==> src/rtl/tt_memop_seq_pkg.sv <==
// Shared types, sizes and helpers for the vector memop sequencer.
package tt_memop_seq_pkg;

   localparam int unsigned VLEN          = 256;
   localparam int unsigned VL_W          = $clog2(VLEN + 1);
   localparam int unsigned MAX_IDX_BEATS = 8;
   localparam int unsigned BEAT_W        = 8;
   localparam int unsigned BITS_W        = 16;

   typedef enum logic [2:0] {
      IDLE,
      START,
      IDX,
      COUNT,
      WAIT,
      END
   } memop_seq_state_t;

   typedef struct packed {
      logic            masked;
      logic            indexed;
      logic [VL_W-1:0] vl;
      logic [1:0]      eew;
      logic [VLEN-1:0] mask;
   } memop_desc_t;

   // Number of VLEN-wide index beats holding vl elements of width 8<<eew.
   function automatic logic [BEAT_W-1:0] calc_idx_beats(input logic [VL_W-1:0] vl,
                                                        input logic [1:0]      eew);
      logic [BITS_W-1:0] bits;
      bits = BITS_W'(vl) << ({1'b0, eew} + 3'd3);
      return BEAT_W'((bits + BITS_W'(VLEN - 1)) >> $clog2(VLEN));
   endfunction

endpackage

==> src/rtl/tt_memop_seq_desc_fifo.sv <==
// Small valid/ready descriptor queue; a pop frees a slot for a same-cycle push.
module tt_memop_seq_desc_fifo
   import tt_memop_seq_pkg::*;
#(
   parameter int unsigned DEPTH = 2
) (
   input  logic        i_clk,
   input  logic        i_reset_n,
   input  logic        i_push,
   input  memop_desc_t i_push_data,
   input  logic        i_pop,
   output logic        o_full,
   output logic        o_empty,
   output memop_desc_t o_head
);

   localparam int unsigned PTR_W = (DEPTH > 1) ? $clog2(DEPTH) : 1;
   localparam int unsigned CNT_W = $clog2(DEPTH + 1);

   memop_desc_t      mem [DEPTH];
   logic [PTR_W-1:0] wr_ptr;
   logic [PTR_W-1:0] rd_ptr;
   logic [CNT_W-1:0] count;
   logic             do_push;
   logic             do_pop;

   function automatic logic [PTR_W-1:0] ptr_inc(input logic [PTR_W-1:0] p);
      return (p == PTR_W'(DEPTH - 1)) ? '0 : p + PTR_W'(1);
   endfunction

   assign o_full  = (count == CNT_W'(DEPTH));
   assign o_empty = (count == '0);
   assign o_head  = mem[rd_ptr];
   assign do_pop  = i_pop && !o_empty;
   assign do_push = i_push && (!o_full || do_pop);

   always_ff @(posedge i_clk or negedge i_reset_n) begin
      if (!i_reset_n) begin
         wr_ptr <= '0;
         rd_ptr <= '0;
         count  <= '0;
      end else begin
         if (do_push) wr_ptr <= ptr_inc(wr_ptr);
         if (do_pop)  rd_ptr <= ptr_inc(rd_ptr);
         if (do_push && !do_pop)      count <= count + CNT_W'(1);
         else if (!do_push && do_pop) count <= count - CNT_W'(1);
      end
   end

   always_ff @(posedge i_clk) begin
      if (do_push) mem[wr_ptr] <= i_push_data;
   end

endmodule

==> src/rtl/tt_memop_seq.sv <==
// Serialises vector memop descriptors into the mask/index FSM.
// Optional perf counters under TT_MEMOP_SEQ_PERF_EN.
module tt_memop_seq
   import tt_memop_seq_pkg::*;
#(
   parameter int unsigned DESC_DEPTH = 2
) (
   input  logic            i_clk,
   input  logic            i_reset_n,
   input  logic            i_desc_valid,
   output logic            o_desc_ready,
   input  logic            i_desc_masked,
   input  logic            i_desc_indexed,
   input  logic [VL_W-1:0] i_desc_vl,
   input  logic [1:0]      i_desc_eew,
   input  logic [VLEN-1:0] i_desc_mask,
   input  logic            i_idx_valid,
   output logic            o_idx_ready,
   input  logic [VLEN-1:0] i_idx_data,
   input  logic            i_mask_idx_valid,
   input  logic            i_lsu_done,
   output logic            o_is_masked_memop,
   output logic            o_is_indexed,
   output logic [VLEN-1:0] o_mask_data,
   output logic [VL_W-1:0] o_vl,
   output logic [1:0]      o_eew,
   output logic [VLEN-1:0] o_index_data,
   output logic            o_index_data_valid,
   output logic            o_last_index,
   output logic            o_memop_sync_start,
   output logic            o_memop_sync_end,
   output logic            o_busy,
   output logic            o_err
`ifdef TT_MEMOP_SEQ_PERF_EN
   ,
   output logic [31:0]     o_perf_memops,
   output logic [31:0]     o_perf_stall
`endif
);

   memop_seq_state_t  state;
   memop_desc_t       push_desc;
   memop_desc_t       head;
   logic              fifo_full;
   logic              fifo_empty;
   logic              pop;
   logic [BEAT_W-1:0] head_beats;
   logic              head_illegal;
   logic [VL_W-1:0]   head_exp;
   logic [BEAT_W-1:0] idx_beats;
   logic [BEAT_W-1:0] beat_cnt;
   logic [VL_W-1:0]   exp_items;
   logic [VL_W-1:0]   item_cnt;
   logic [VL_W-1:0]   cnt_next;
   logic              beat_last;
   logic              done_seen;
   logic              done_now;

   assign push_desc = '{masked: i_desc_masked, indexed: i_desc_indexed,
                        vl: i_desc_vl, eew: i_desc_eew, mask: i_desc_mask};

   tt_memop_seq_desc_fifo #(.DEPTH(DESC_DEPTH)) u_desc_fifo (
      .i_clk       (i_clk),
      .i_reset_n   (i_reset_n),
      .i_push      (i_desc_valid),
      .i_push_data (push_desc),
      .i_pop       (pop),
      .o_full      (fifo_full),
      .o_empty     (fifo_empty),
      .o_head      (head)
   );

   // Per-memop values derived from the queue head at pop time.
   assign head_beats   = calc_idx_beats(head.vl, head.eew);
   assign head_illegal = head.indexed &&
                         ((head_beats > BEAT_W'(MAX_IDX_BEATS)) || (head.vl == '0));
   assign head_exp     = head.indexed ? head.vl :
                         head.masked  ? VL_W'(({1'b0, head.vl} + (VL_W + 1)'(63)) >> 6) :
                                        '0;

   assign pop          = (state == IDLE) && !fifo_empty;
   assign o_desc_ready = !fifo_full || pop;
   assign o_idx_ready  = (state == IDX);
   assign o_busy       = (state != IDLE);
   assign cnt_next     = item_cnt + VL_W'(i_mask_idx_valid);
   assign beat_last    = (beat_cnt == idx_beats - BEAT_W'(1));
   assign done_now     = done_seen || i_lsu_done;

   always_ff @(posedge i_clk or negedge i_reset_n) begin
      if (!i_reset_n) begin
         state              <= IDLE;
         o_is_masked_memop  <= 1'b0;
         o_is_indexed       <= 1'b0;
         o_mask_data        <= '0;
         o_vl               <= '0;
         o_eew              <= '0;
         o_index_data       <= '0;
         o_index_data_valid <= 1'b0;
         o_last_index       <= 1'b0;
         o_memop_sync_start <= 1'b0;
         o_memop_sync_end   <= 1'b0;
         o_err              <= 1'b0;
         idx_beats          <= '0;
         beat_cnt           <= '0;
         exp_items          <= '0;
         item_cnt           <= '0;
         done_seen          <= 1'b0;
      end else begin
         o_memop_sync_start <= 1'b0;
         o_memop_sync_end   <= 1'b0;
         o_err              <= 1'b0;
         o_index_data_valid <= 1'b0;
         o_last_index       <= 1'b0;
         // An early LSU completion is remembered until the memop closes.
         if ((state != IDLE) && (state != END) && i_lsu_done) done_seen <= 1'b1;
         case (state)
            IDLE: begin
               if (!fifo_empty) begin
                  if (head_illegal) begin
                     o_err <= 1'b1;
                  end else begin
                     o_is_masked_memop  <= head.masked;
                     o_is_indexed       <= head.indexed;
                     o_mask_data        <= head.mask;
                     o_vl               <= head.vl;
                     o_eew              <= head.eew;
                     idx_beats          <= head_beats;
                     exp_items          <= head_exp;
                     o_memop_sync_start <= 1'b1;
                     state              <= START;
                  end
               end
            end
            START: state <= o_is_indexed ? IDX : COUNT;
            IDX: begin
               item_cnt <= cnt_next;
               if (i_idx_valid) begin
                  o_index_data       <= i_idx_data;
                  o_index_data_valid <= 1'b1;
                  o_last_index       <= beat_last;
                  beat_cnt           <= beat_cnt + BEAT_W'(1);
                  if (beat_last) state <= COUNT;
               end
            end
            COUNT: begin
               item_cnt <= cnt_next;
               if (cnt_next >= exp_items) begin
                  if (done_now) begin
                     o_memop_sync_end <= 1'b1;
                     state            <= END;
                  end else begin
                     state <= WAIT;
                  end
               end
            end
            WAIT: begin
               if (done_now) begin
                  o_memop_sync_end <= 1'b1;
                  state            <= END;
               end
            end
            END: begin
               done_seen <= 1'b0;
               item_cnt  <= '0;
               beat_cnt  <= '0;
               state     <= IDLE;
            end
            default: state <= IDLE;
         endcase
      end
   end

`ifdef TT_MEMOP_SEQ_PERF_EN
   // Saturating completion and stall counters.
   always_ff @(posedge i_clk or negedge i_reset_n) begin
      if (!i_reset_n) begin
         o_perf_memops <= '0;
         o_perf_stall  <= '0;
      end else begin
         if ((state == END) && (o_perf_memops != '1))
            o_perf_memops <= o_perf_memops + 32'd1;
         if ((((state == IDX) && !i_idx_valid) || (state == COUNT) || (state == WAIT)) &&
             (o_perf_stall != '1))
            o_perf_stall <= o_perf_stall + 32'd1;
      end
   end
`endif

endmodule

==> config.mk <==
export PLATFORM = sky130hd
export DESIGN_NAME = tt_memop_seq
export DESIGN_NICKNAME = d
export VERILOG_FILES = /design/src/rtl/tt_memop_seq_pkg.sv /design/src/rtl/tt_memop_seq_desc_fifo.sv /design/src/rtl/tt_memop_seq.sv
export SDC_FILE = /design/constraint.sdc
export NUM_CORES = 1
export LEC_CHECK = 0
export CELL_PAD_IN_SITES_DETAIL_PLACEMENT = 0
export CELL_PAD_IN_SITES_GLOBAL_PLACEMENT = 2
export CORE_AREA = 2 2 417 419
export CTS_CLUSTER_SIZE = 24
export DETAILED_ROUTE_END_ITERATION = 16
export DIE_AREA = 0 0 419 421
export HOLD_SLACK_MARGIN = 0.03
export MAX_ROUTING_LAYER = met4
export PLACE_DENSITY = 0.7
export SLEW_MARGIN = 20
export SYNTH_ARGS = -nofsm -noshare
export SYNTH_HDL_FRONTEND = slang
export SYNTH_SLANG_ARGS = --single-unit
==> constraint.sdc <==
create_clock -name i_clk -period 14.65 [get_ports i_clk]
set_input_delay 2.93 -clock i_clk [delete_from_list [all_inputs] [get_ports i_clk]]
set_output_delay 2.93 -clock i_clk [all_outputs]
set_load 0.01 [all_outputs]
==> reports/results.ini, run 1 <==
[yosys]
synth-xor-area-share_pct=0.772
synthesis.area_um2=42000
ys.warnings.count=0
synth_compound_area_share_pct=1.43
synth_adder_area_share_pct=0.447
synth.largest_area_cell=edfxtp_1
synthArstFlopShare_pct=51.5
ys_seq_area_share_pct=72.6
syn_area_per_cell_um2=18.2
synth_edf_count=538
synth_mux_area_share_pct=22.1
synth_top_family_by_area=multiplexers
netlist.area_leader.share_pct=38.5
syn_nets=2858
synth_seq_cells=1110
synth_simple_gate_area_share_pct=1.38
synth.distinct_cells=57
synth.area.top_cells=edfxtp_1, dfrtp_1, mux2_2, mux2_1, clkbuf_1
syn-instance-count=2312
synth_ff_type=dfrtp_1

[grt]
grt_pass1_wl_um=204000
grt_overflow=0
antenna_found_initial=58
grt_util_all_layers_pct=16.9
grt_pass1_vias=25800
grt_max_degree=167

[power]
p_clk_share_pct=25.8
switching_share_pct=32.1
p_seq_share_pct=38.2
total_power_w=0.0133
p_comb_share_pct=36.0
p_sw_w=0.00428
p_int_w=0.00904
leakagePower_nw=22.4
cellPowerDensity_nw_per_um2=222
vdd_drop_max_uv=117

[clocking]
post-cts-setup-buffers=0
numCtsBuffers=135
clkTransAtPathRegs_ns=0.05
holdBufCountCts=0
tritoncts=yes
cts_sinks=1110
clock_latency_ns=0.79
post_cts_resized=0
htreeDepth=4
root_buffer=clkbuf_16
clockBufferDepth=3

[setup_path]
max_stage_delay_ns=0.89
cp-end-kind=register
startpoint=u_desc_fifo.rd_ptr
slowest_stage=dfrtp_4
critical-path-top-delay-family=buffers and inverters
cp_common_cell=buf_4
r2r_slack_ns=7.37
critPathKind=register to register
worst-path-buf-inv=4
cp.arrival_ns=7.95
path_cells=mux2i_2, buf_4, ha_1, mux4_2, o22a_1, o21bai_4, nor4_2, mux2i_1, a41oi_4, nor2_4, buf_4, buf_4, buf_4, mux2_2
critPathMaxFanout=57
cp.required_ns=15.32
r2r_start=u_desc_fifo.rd_ptr
cp-start-kind=register

[timing]
setup_violations=0
finalWorstPathRequiredPeriod_ns=7.28
hold_violations=0
worst_slew_pin_slew_ns=1.18
fmax_mhz=137
finalCritPeriodShare_pct=49.7
fin_tns_setup_ns=0
fin_skew_ns=0.0325
slew_violations=0
slew_headroom_pct=21.4
rsz0062_at_grt=false
hold_slack_ns=0.481

[floorplanning]
rows=153
die_area_um2=176000
ios=1064
die_w_um=419
initial_utilization_pct=24.3
die_h_um=421
core_um2=172000

[finish]
register_area_um2=30500
fin_util_pct=34.8
drive_gt1_share_pct=23.9
design_area_um2=60000
fillers=16700
syn2layout_area_growth_pct=43.0
multiInputGateArea_um2=11000
layout_common_cells=clkdlybuf4s50_1, mux2_2, dfrtp_1
final_common_cell=clkdlybuf4s50_1
fin_nets=3985

[outcome]
outcome=finished clean

[routing]
drtIter0Drc=1168
vias=24700
drc=0
ant_nets=0
wire_per_inst_um=25.0
drt-total-wl_um=147000
via_per_inst=4.19
first_pass_iters=5

[placed_design]
dp_hpwl_um=108000
gp_congestion=0.847
portBuffers=1063
place_area_um2=55400

[min_path]
worstHoldPathType=register to register
worstHoldStart=o_mask_data[244]

[job]
maxCapViolCount=0

-- path summary, 6_finish.rpt --
kind	end	cells past startpoint
hold reg to reg	o_mask_data[244]	1
setup / recovery	o_mask_data[53]	14
min in group asynchronous	o_index_data[125]	1
max in group asynchronous	o_index_data[244]	3
hold / removal	o_mask_data[244]	1
setup reg to reg	o_mask_data[53]	14
-- through the flow --
stage | instances | worst slack, ns
finish | 5887 | 7.37
global route | 5886 | 6.84
CTS | 5878 | 7.16
detailed placement | 5627 | 7.14
global placement | 5627 | 7.16
floorplan | 2312 | 4.14
-- registers in the layout (all words and copies together), names as in the netlist --
name,flops
o_vl,9
exp_items,9
o_mask_data,256
u_desc_fifo.rd_ptr,1
u_desc_fifo.mem,538
item_cnt,9
o_err,1
o_index_data,256
done_seen,1
o_memop_sync_start,1
u_desc_fifo.count,2
state,3
o_last_index,1
o_is_indexed,1
beat_cnt,8
o_index_data_valid,1
o_is_masked_memop,1
u_desc_fifo.wr_ptr,1
o_memop_sync_end,1
o_eew,2
idx_beats,8
-- worst register-to-register path: stages, from the launching register on --
cell and delay [ns]:
dfrtp_4 0.89, mux2i_2 0.35, buf_4 0.30, ha_1 0.64, mux4_2 0.64, o22a_1 0.27
o21bai_4 0.23, nor4_2 0.38, mux2i_1 0.35, a41oi_4 0.36, nor2_4 0.16, buf_4 0.69
buf_4 0.70, buf_4 0.75, mux2_2 0.47
-- cells in the mapped netlist, types with 2 or more instances --
library cell	instances
nand2_1	37
edfxtp_1	538
o21ai_0	29
a21oi_1	10
a22oi_1	2
and3_1	6
a21o_1	6
o22ai_1	6
a211oi_1	5
xnor2_1	18
xor2_1	19
a31oi_1	4
mux2_2	593
nand2b_1	5
nand4_1	3
nand3_1	12
a32o_1	3
mux2_1	206
o31ai_1	3
mux4_2	2
inv_1	17
clkbuf_1	66
buf_6	2
nor3_1	6
ha_1	15
o21bai_1	2
nor2b_1	2
o21a_1	2
buf_2	21
mux2i_1	24
a41oi_1	2
buf_1	4
buf_4	10
nor2_1	32
o41ai_1	5
dfrtp_1	572
nor4_1	3
-- logic make-up (layout without fill, tap and decap cells) --
kind of cell / after synthesis / count (layout)
DFF: 1110 / 1110
adders and majority gates: 15 / 15
AOI/OAI and AO/OA: 87 / 87
xor gates and xnor gates: 37 / 37
other: 0 / 9
muxes: 826 / 826
and+or+nand+nor: 117 / 117
buffers and inverters: 120 / 1361
-- final cells by class --
cell class | instances | area share [%]
flip-flops and latches | 1110 | 50.8
clock buffers | 196 | 6.46
well taps | 2325 | 4.85
diodes | 9 | 0.0375
multi-input cells | 1082 | 18.3
clock inverters | 55 | 1.27
inverters | 17 | 0.106
repair buffers | 1093 | 18.2
-- routing by layer --
metal  part of all wire (%)  vias to the layer above  global-route usage, %
li1                       -                    10900                      -
met1                     39                    12800                   18.8
met2                     51                      689                   28.5
met3                    8.2                      228                   6.39
met4                    2.1                        0                   4.46
met5                      0                        -                      -
-- power by group through the flow --
stage,clock network (W),registers (W),logic [W]
2_1_floorplan,0,0.00541,0.00189
6_report,0.00344,0.00509,0.00480
4_1_cts,0.00357,0.00510,0.00490
3_3_place_gp,0,0.00511,0.00487
3_5_place_dp,0,0.00515,0.00488
5_1_grt,0.00368,0.00522,0.00513
Note: power is estimated with default switching activity, not from simulation.
==> run 2: changes to the inputs <==
==> constraint.sdc (replaced) <==
create_clock -name i_clk -period 6.7 [get_ports i_clk]
set_input_delay 1.34 -clock i_clk [delete_from_list [all_inputs] [get_ports i_clk]]
set_output_delay 1.34 -clock i_clk [all_outputs]
set_load 0.01 [all_outputs]
==> run 2 against run 1 <==
Net effect: sequential cell count is the same; utilization is 0.13 points higher; largest cell class unchanged; global-route usage is 0.44 points lower; count of clock-buffer cells in the layout is 4 higher.
==> reports/results.ini, run 2 (synthesis results as in run 1) <==
[outcome]
outcome=finished clean  ; unchanged

[finish]
final_common_cell=clkdlybuf4s50_1  ; unchanged
multiInputGateArea_um2=11000  ; about the same
layout_common_cells=clkdlybuf4s50_1, mux2_2, dfrtp_1  ; unchanged
fin_nets=3999  ; was 3985
reg_top3=u_desc_fifo.mem (538), o_index_data (256), o_mask_data (256)  ; unchanged
drive_gt1_share_pct=24.0  ; was 23.9%
largest_register_ffs=538  ; unchanged
register_area_um2=30500  ; unchanged
regMostFlops=u_desc_fifo.mem  ; unchanged
syn2layout_area_growth_pct=43.5  ; was 43.0%
design_area_um2=60300  ; was 60000 um2
fillers=16500  ; was 16700

[setup_path]
slowest_stage=dfrtp_4  ; unchanged
r2r-end=o_mask_data[47]  ; was o_mask_data[53]
cp-start-kind=register  ; unchanged
cp-end-kind=register  ; unchanged
cp.arrival_ns=6.15  ; was 7.95 ns
critPathMaxFanout=26  ; was 57
reg2reg_depth=13  ; was 14
cp_common_cell=buf_12  ; was buf_4
path_cells=mux2i_2, buf_4, ha_1, mux4_2, o22a_1, o21bai_4, nor4b_4, mux2i_1, a41oi_4, nor2_4, buf_12, buf_12, mux2_2  ; was mux2i_2, buf_4, ha_1, mux4_2, o22a_1, o21bai_4, nor4_2, mux2i_1, a41oi_4, nor2_4, buf_4, buf_4, buf_4, mux2_2
cp.required_ns=7.34  ; was 15.32 ns
max_stage_delay_ns=0.65  ; was 0.89 ns
r2r_start=u_desc_fifo.rd_ptr  ; unchanged
r2r_slack_ns=1.20  ; was 7.37 ns
critPathKind=register to register  ; unchanged

[timing]
worst_slew_pin_slew_ns=1.17  ; was 1.18 ns
setup_violations=0  ; unchanged
fin_tns_setup_ns=0  ; unchanged
fin_skew_ns=0.0206  ; was 0.0325 ns
fmax_mhz=182  ; was 137 MHz
slew_violations=0  ; unchanged
slew_headroom_pct=22.2  ; was 21.4%
finalCritPeriodShare_pct=82.2  ; was 49.7%
rsz0062_at_grt=false  ; unchanged
hold_violations=0  ; unchanged
finalWorstPathRequiredPeriod_ns=5.50  ; was 7.28 ns

[min_path]
worstHoldPathType=register to register  ; unchanged
hold_path_depth=1  ; unchanged
min_to=exp_items[2]  ; was o_mask_data[244]
worstHoldStart=exp_items[2]  ; was o_mask_data[244]

[job]
maxCapViolCount=0  ; unchanged

[grt]
grt_util_all_layers_pct=16.5  ; was 16.9%
grt_pass1_vias=25700  ; was 25800
grt_pass1_wl_um=201000  ; was 204000 um
grt_overflow=0  ; unchanged
antenna_found_initial=57  ; was 58
grt_max_degree=150  ; was 167

[routing]
wire_per_inst_um=24.4  ; was 25.0 um
ant_nets=0  ; unchanged
via_per_inst=4.19  ; about the same
drc=0  ; unchanged
first_pass_iters=5  ; unchanged
drtIter0Drc=1077  ; was 1168
drt-total-wl_um=144000  ; was 147000 um
vias=24700  ; about the same

[clocking]
holdBufCountCts=0  ; unchanged
cts_sinks=1110  ; unchanged
root_buffer=clkbuf_16  ; unchanged
post_cts_resized=0  ; unchanged
clock_latency_ns=0.78  ; was 0.79 ns
clockBufferDepth=3  ; unchanged
htreeDepth=4  ; unchanged
tritoncts=yes  ; unchanged
numCtsBuffers=137  ; was 135
clkTransAtPathRegs_ns=0.06  ; was 0.05 ns
post-cts-setup-buffers=0  ; unchanged

[floorplanning]
ios=1064  ; unchanged
rows=153  ; unchanged
core_um2=172000  ; unchanged
initial_utilization_pct=24.3  ; unchanged
die_h_um=421  ; unchanged
die_area_um2=176000  ; unchanged
die_w_um=419  ; unchanged

[power]
p_seq_share_pct=38.3  ; was 38.2%
switching_share_pct=31.7  ; was 32.1%
p_clk_share_pct=25.8  ; about the same
leakagePower_nw=22.5  ; was 22.4 nW
total_power_w=0.0291  ; was 0.0133 W
vdd_drop_max_uv=267  ; was 117 uV
cellPowerDensity_nw_per_um2=482  ; was 222 nW/um2
p_comb_share_pct=35.9  ; was 36.0%
p_sw_w=0.00921  ; was 0.00428 W
p_int_w=0.0198  ; was 0.00904 W

[placed_design]
place_area_um2=55600  ; was 55400 um2
gp_congestion=0.852  ; was 0.847
dp_hpwl_um=105000  ; was 108000 um
portBuffers=1063  ; unchanged

[run 2: cell types whose count changed in the layout (fill, tap and decap cells not counted), sizes merged]
cell | previous run | this run
buf | 31 | 43
bufinv | 9 | 10
clkbuf | 196 | 200
clkinv | 36 | 28
clkinvlp | 2 | 6
diode | 9 | 16
inv | 25 | 27
[run 2: worst max path at each step]
stage,start,end,slack [ns],depth (start not counted)
after floorplan,i_desc_valid,u_desc_fifo.mem[0][0],0.81,2
after global placement,u_desc_fifo.rd_ptr,o_mask_data[55],1.18,13
after detailed placement,u_desc_fifo.rd_ptr,o_mask_data[47],1.11,13
after CTS,u_desc_fifo.rd_ptr,o_mask_data[47],1.10,13
after global routing,u_desc_fifo.rd_ptr,o_mask_data[47],0.76,13
final,u_desc_fifo.rd_ptr,o_mask_data[47],1.20,13
[run 2: final cells by class]
type,count,share of cell area [%]
flip-flops and latches,1110,50.6
diodes,16,0.0664
inverters,17,0.106
repair buffers,1105,18.6
clock buffers,200,6.48
multi-input cells,1082,18.3
well taps,2325,4.83
clock inverters,54,1.10
[run 2: power by group through the flow]
| stage | Combinational, W | Clock, W | Sequential [W] |
|---|---|---|---|
| 6_report | 0.0104 | 0.00749 | 0.0111 |
| 5_1_grt | 0.0111 | 0.00803 | 0.0114 |
| 4_1_cts | 0.0107 | 0.00777 | 0.0111 |
| 3_5_place_dp | 0.0106 | 0 | 0.0112 |
| 3_3_place_gp | 0.0106 | 0 | 0.0112 |
| 2_1_floorplan | 0.00414 | 0 | 0.0117 |
[run 2: critical path: cells and delay by family, from the launching register on]
kind / cells / cell delay (ns)
flip-flops: 1 / 0.65
AO/OA/AOI/OAI: 3 / 0.80
multiplexers: 4 / 1.58
adder cells (fa/ha/maj): 1 / 0.56
AND/OR/NAND/NOR: 2 / 0.93
buffers and inverters: 3 / 0.79
[run 2: per-layer routing]
metal  share of wire [%]  track usage [%]
met1                  41             19.4
met2                  50             27.1
met3                 6.9             5.32
met4                 1.9             4.13
met5                   0                -
[run 2: per-stage QoR]
stage               util, %  std cells  hold slack [ns]  setup slack (ns)
finish                 34.9       5909            0.479              1.20
global route           34.9       5902            0.498             0.759
CTS                    34.9       5893            0.486              1.10
global placement       32.3       5639            0.468              1.18
floorplan                 -       2312            0.458             0.813
detailed placement     32.3       5639            0.474              1.11
==> run 3: changes to the inputs <==
==> constraint.sdc (replaced) <==
create_clock -name i_clk -period 5.1 [get_ports i_clk]
set_input_delay 1.02 -clock i_clk [delete_from_list [all_inputs] [get_ports i_clk]]
set_output_delay 1.02 -clock i_clk [all_outputs]
set_load 0.01 [all_outputs]
==> run 3 against run 2 <==
Net effect: fmax grew 22%; worst setup slack lost 0.59 ns; utilization grew 0.072 points; wire length shrank 4.5%; non-clock buffer count grew 4; design area grew 0.21%; sequential power grew 31%; clock skew grew 0.0023 ns; first-iteration DRC count grew 6.2%; critical endpoint is now o_mask_data[62]; highest routed layer unchanged.
==> reports/results.ini, run 3 (synthesis results as in run 1) <==
[outcome]
outcome=finished clean  ; unchanged

[routing]
met2_length_um=68300  ; was 71900 um
wl_met1_um=54800  ; was 59500 um
first_pass_iters=5  ; unchanged
wl_met3_um=10500  ; was 9930 um
via_per_inst=4.16  ; was 4.19
vias=24600  ; was 24700
highest_layer=met4  ; unchanged
drt-total-wl_um=138000  ; was 144000 um
drc=0  ; unchanged
wire_per_inst_um=23.2  ; was 24.4 um
drtIter0Drc=1144  ; was 1077
ant_nets=0  ; unchanged

[grt]
grt_util_all_layers_pct=15.7  ; was 16.5%
grt_pass1_vias=25700  ; about the same
grt_pass1_wl_um=192000  ; was 201000 um
antenna_found_initial=68  ; was 57
grt_max_degree=148  ; was 150
grt_overflow=0  ; unchanged

[finish]
reg_top3=u_desc_fifo.mem (538), o_index_data (256), o_mask_data (256)  ; unchanged
syn2layout_area_growth_pct=43.8  ; was 43.5%
largest_register_ffs=538  ; unchanged
multiInputGateArea_um2=11000  ; about the same
final_common_cell=clkdlybuf4s50_1  ; unchanged
fillers=16500  ; about the same
layout_common_cells=clkdlybuf4s50_1, mux2_2, dfrtp_1  ; unchanged
drive_gt1_share_pct=24.3  ; was 24.0%
register_area_um2=30500  ; unchanged
regMostFlops=u_desc_fifo.mem  ; unchanged
fin_nets=4002  ; was 3999

[clocking]
numCtsBuffers=136  ; was 137
tritoncts=yes  ; unchanged
cts_sinks=1110  ; unchanged
root_buffer=clkbuf_16  ; unchanged
post_cts_resized=0  ; unchanged
htreeDepth=4  ; unchanged
clkTransAtPathRegs_ns=0.06  ; about the same
clock_latency_ns=0.76  ; was 0.78 ns
post-cts-setup-buffers=0  ; unchanged
clockBufferDepth=3  ; unchanged
holdBufCountCts=0  ; unchanged

[setup_path]
cp.arrival_ns=5.14  ; was 6.15 ns
critPathMaxFanout=59  ; was 26
reg2reg_depth=12  ; was 13
r2r_slack_ns=0.61  ; was 1.20 ns
cp-end-kind=register  ; unchanged
critPathKind=register to register  ; unchanged
cp.required_ns=5.74  ; was 7.34 ns
r2r_start=u_desc_fifo.rd_ptr  ; unchanged
r2r-end=o_mask_data[62]  ; was o_mask_data[47]
cp-start-kind=register  ; unchanged

[timing]
setup_violations=0  ; unchanged
slew_violations=0  ; unchanged
hold_violations=0  ; unchanged
fin_tns_setup_ns=0  ; unchanged
setup_ws_ns=0.606  ; was 1.20 ns
fmax_mhz=223  ; was 182 MHz
worst_slew_pin_slew_ns=1.22  ; was 1.17 ns
finalWorstPathRequiredPeriod_ns=4.49  ; was 5.50 ns
rsz0062_at_grt=false  ; unchanged
slew_headroom_pct=18.4  ; was 22.2%
fin_skew_ns=0.0229  ; was 0.0206 ns
finalCritPeriodShare_pct=88.1  ; was 82.2%

[floorplanning]
die_area_um2=176000  ; unchanged
ios=1064  ; unchanged
initial_utilization_pct=24.3  ; unchanged
die_h_um=421  ; unchanged
core_um2=172000  ; unchanged
die_w_um=419  ; unchanged
rows=153  ; unchanged

[placed_design]
pre_cts_slack_ns=0.511  ; was 1.11 ns
portBuffers=1063  ; unchanged
gp_congestion=0.828  ; was 0.852
dp_hpwl_um=99700  ; was 105000 um

[job]
maxCapViolCount=0  ; unchanged

[power]
cellPowerDensity_nw_per_um2=627  ; was 482 nW/um2
leakagePower_nw=22.5  ; about the same
vdd_drop_max_uv=313  ; was 267 uV

[min_path]
worstHoldPathType=input port to asynchronous set/reset pin  ; was register to register

## run 3: cell count changes in the layout (fill, tap and decap cells not counted), sizes merged
| cell | delta |
|---|---|
| bufinv | +1 |
| clkinvlp | +1 |
| clkinv | +15 |
| inv | -3 |
| diode | +12 |
| clkbuf | -20 |
| buf | +4 |
## run 3: per-stage QoR
stage	utilization [%]	std cells	area [um2]	total power, W	hold WS, ns
2_1_floorplan	-	2312	42000	0.0208	0.458
3_3_place_gp	32.3	5643	55800	0.0284	0.467
3_5_place_dp	32.3	5643	55800	0.0285	0.474
4_1_cts	35.0	5891	60300	0.0386	0.291
5_1_grt	35.0	5913	60400	0.0399	0.314
6_report	35.0	5919	60400	0.0379	0.307
## run 3: per-layer routing
layer / vias up / GRT usage, %
li1: 11000 / -
met1: 12600 / 18.0
met2: 801 / 25.4
met3: 257 / 5.37
met4: 0 / 5.32
met5: - / -
## run 3: area by class of cell
cell class              instances  area share (%)
clock buffers                 180            6.23
well taps                    2325            4.82
repair buffers               1109            18.7
clock inverters                68            1.28
flip-flops and latches       1110            50.5
multi-input cells            1082            18.3
diodes                         28           0.116
inverters                      17           0.106
## run 3: worst max path at each step
| stage | from | endpoint | slack (ns) | cells after the start |
|---|---|---|---|---|
| after CTS | u_desc_fifo.rd_ptr | o_mask_data[62] | 0.50 | 12 |
| final | u_desc_fifo.rd_ptr | o_mask_data[62] | 0.61 | 12 |
| after global routing | u_desc_fifo.rd_ptr | o_mask_data[65] | 0.32 | 13 |
| after detailed placement | u_desc_fifo.rd_ptr | o_mask_data[85] | 0.51 | 12 |
| after global placement | u_desc_fifo.rd_ptr | o_mask_data[50] | 0.56 | 12 |
| after floorplan | i_desc_valid | u_desc_fifo.mem[0][0] | -0.39 | 2 |
## run 3: worst max-delay path, cell delays in order (launching register included)
cell,delay (ns)
dfrtp_4,0.68
mux2i_1,0.34
ha_1,0.25
mux4_2,0.54
o22a_1,0.26
o21bai_4,0.21
nor4b_4,0.32
mux2i_1,0.37
a41oi_4,0.21
nor2_4,0.18
buf_12,0.23
buf_12,0.36
mux2_2,0.39
## run 3: report_power, final
group	internal (W)	switching [W]	total (W)
sequential	0.0129	0.00162	0.0145
combinational	0.00738	0.00628	0.0137
clock	0.00579	0.00393	0.00972
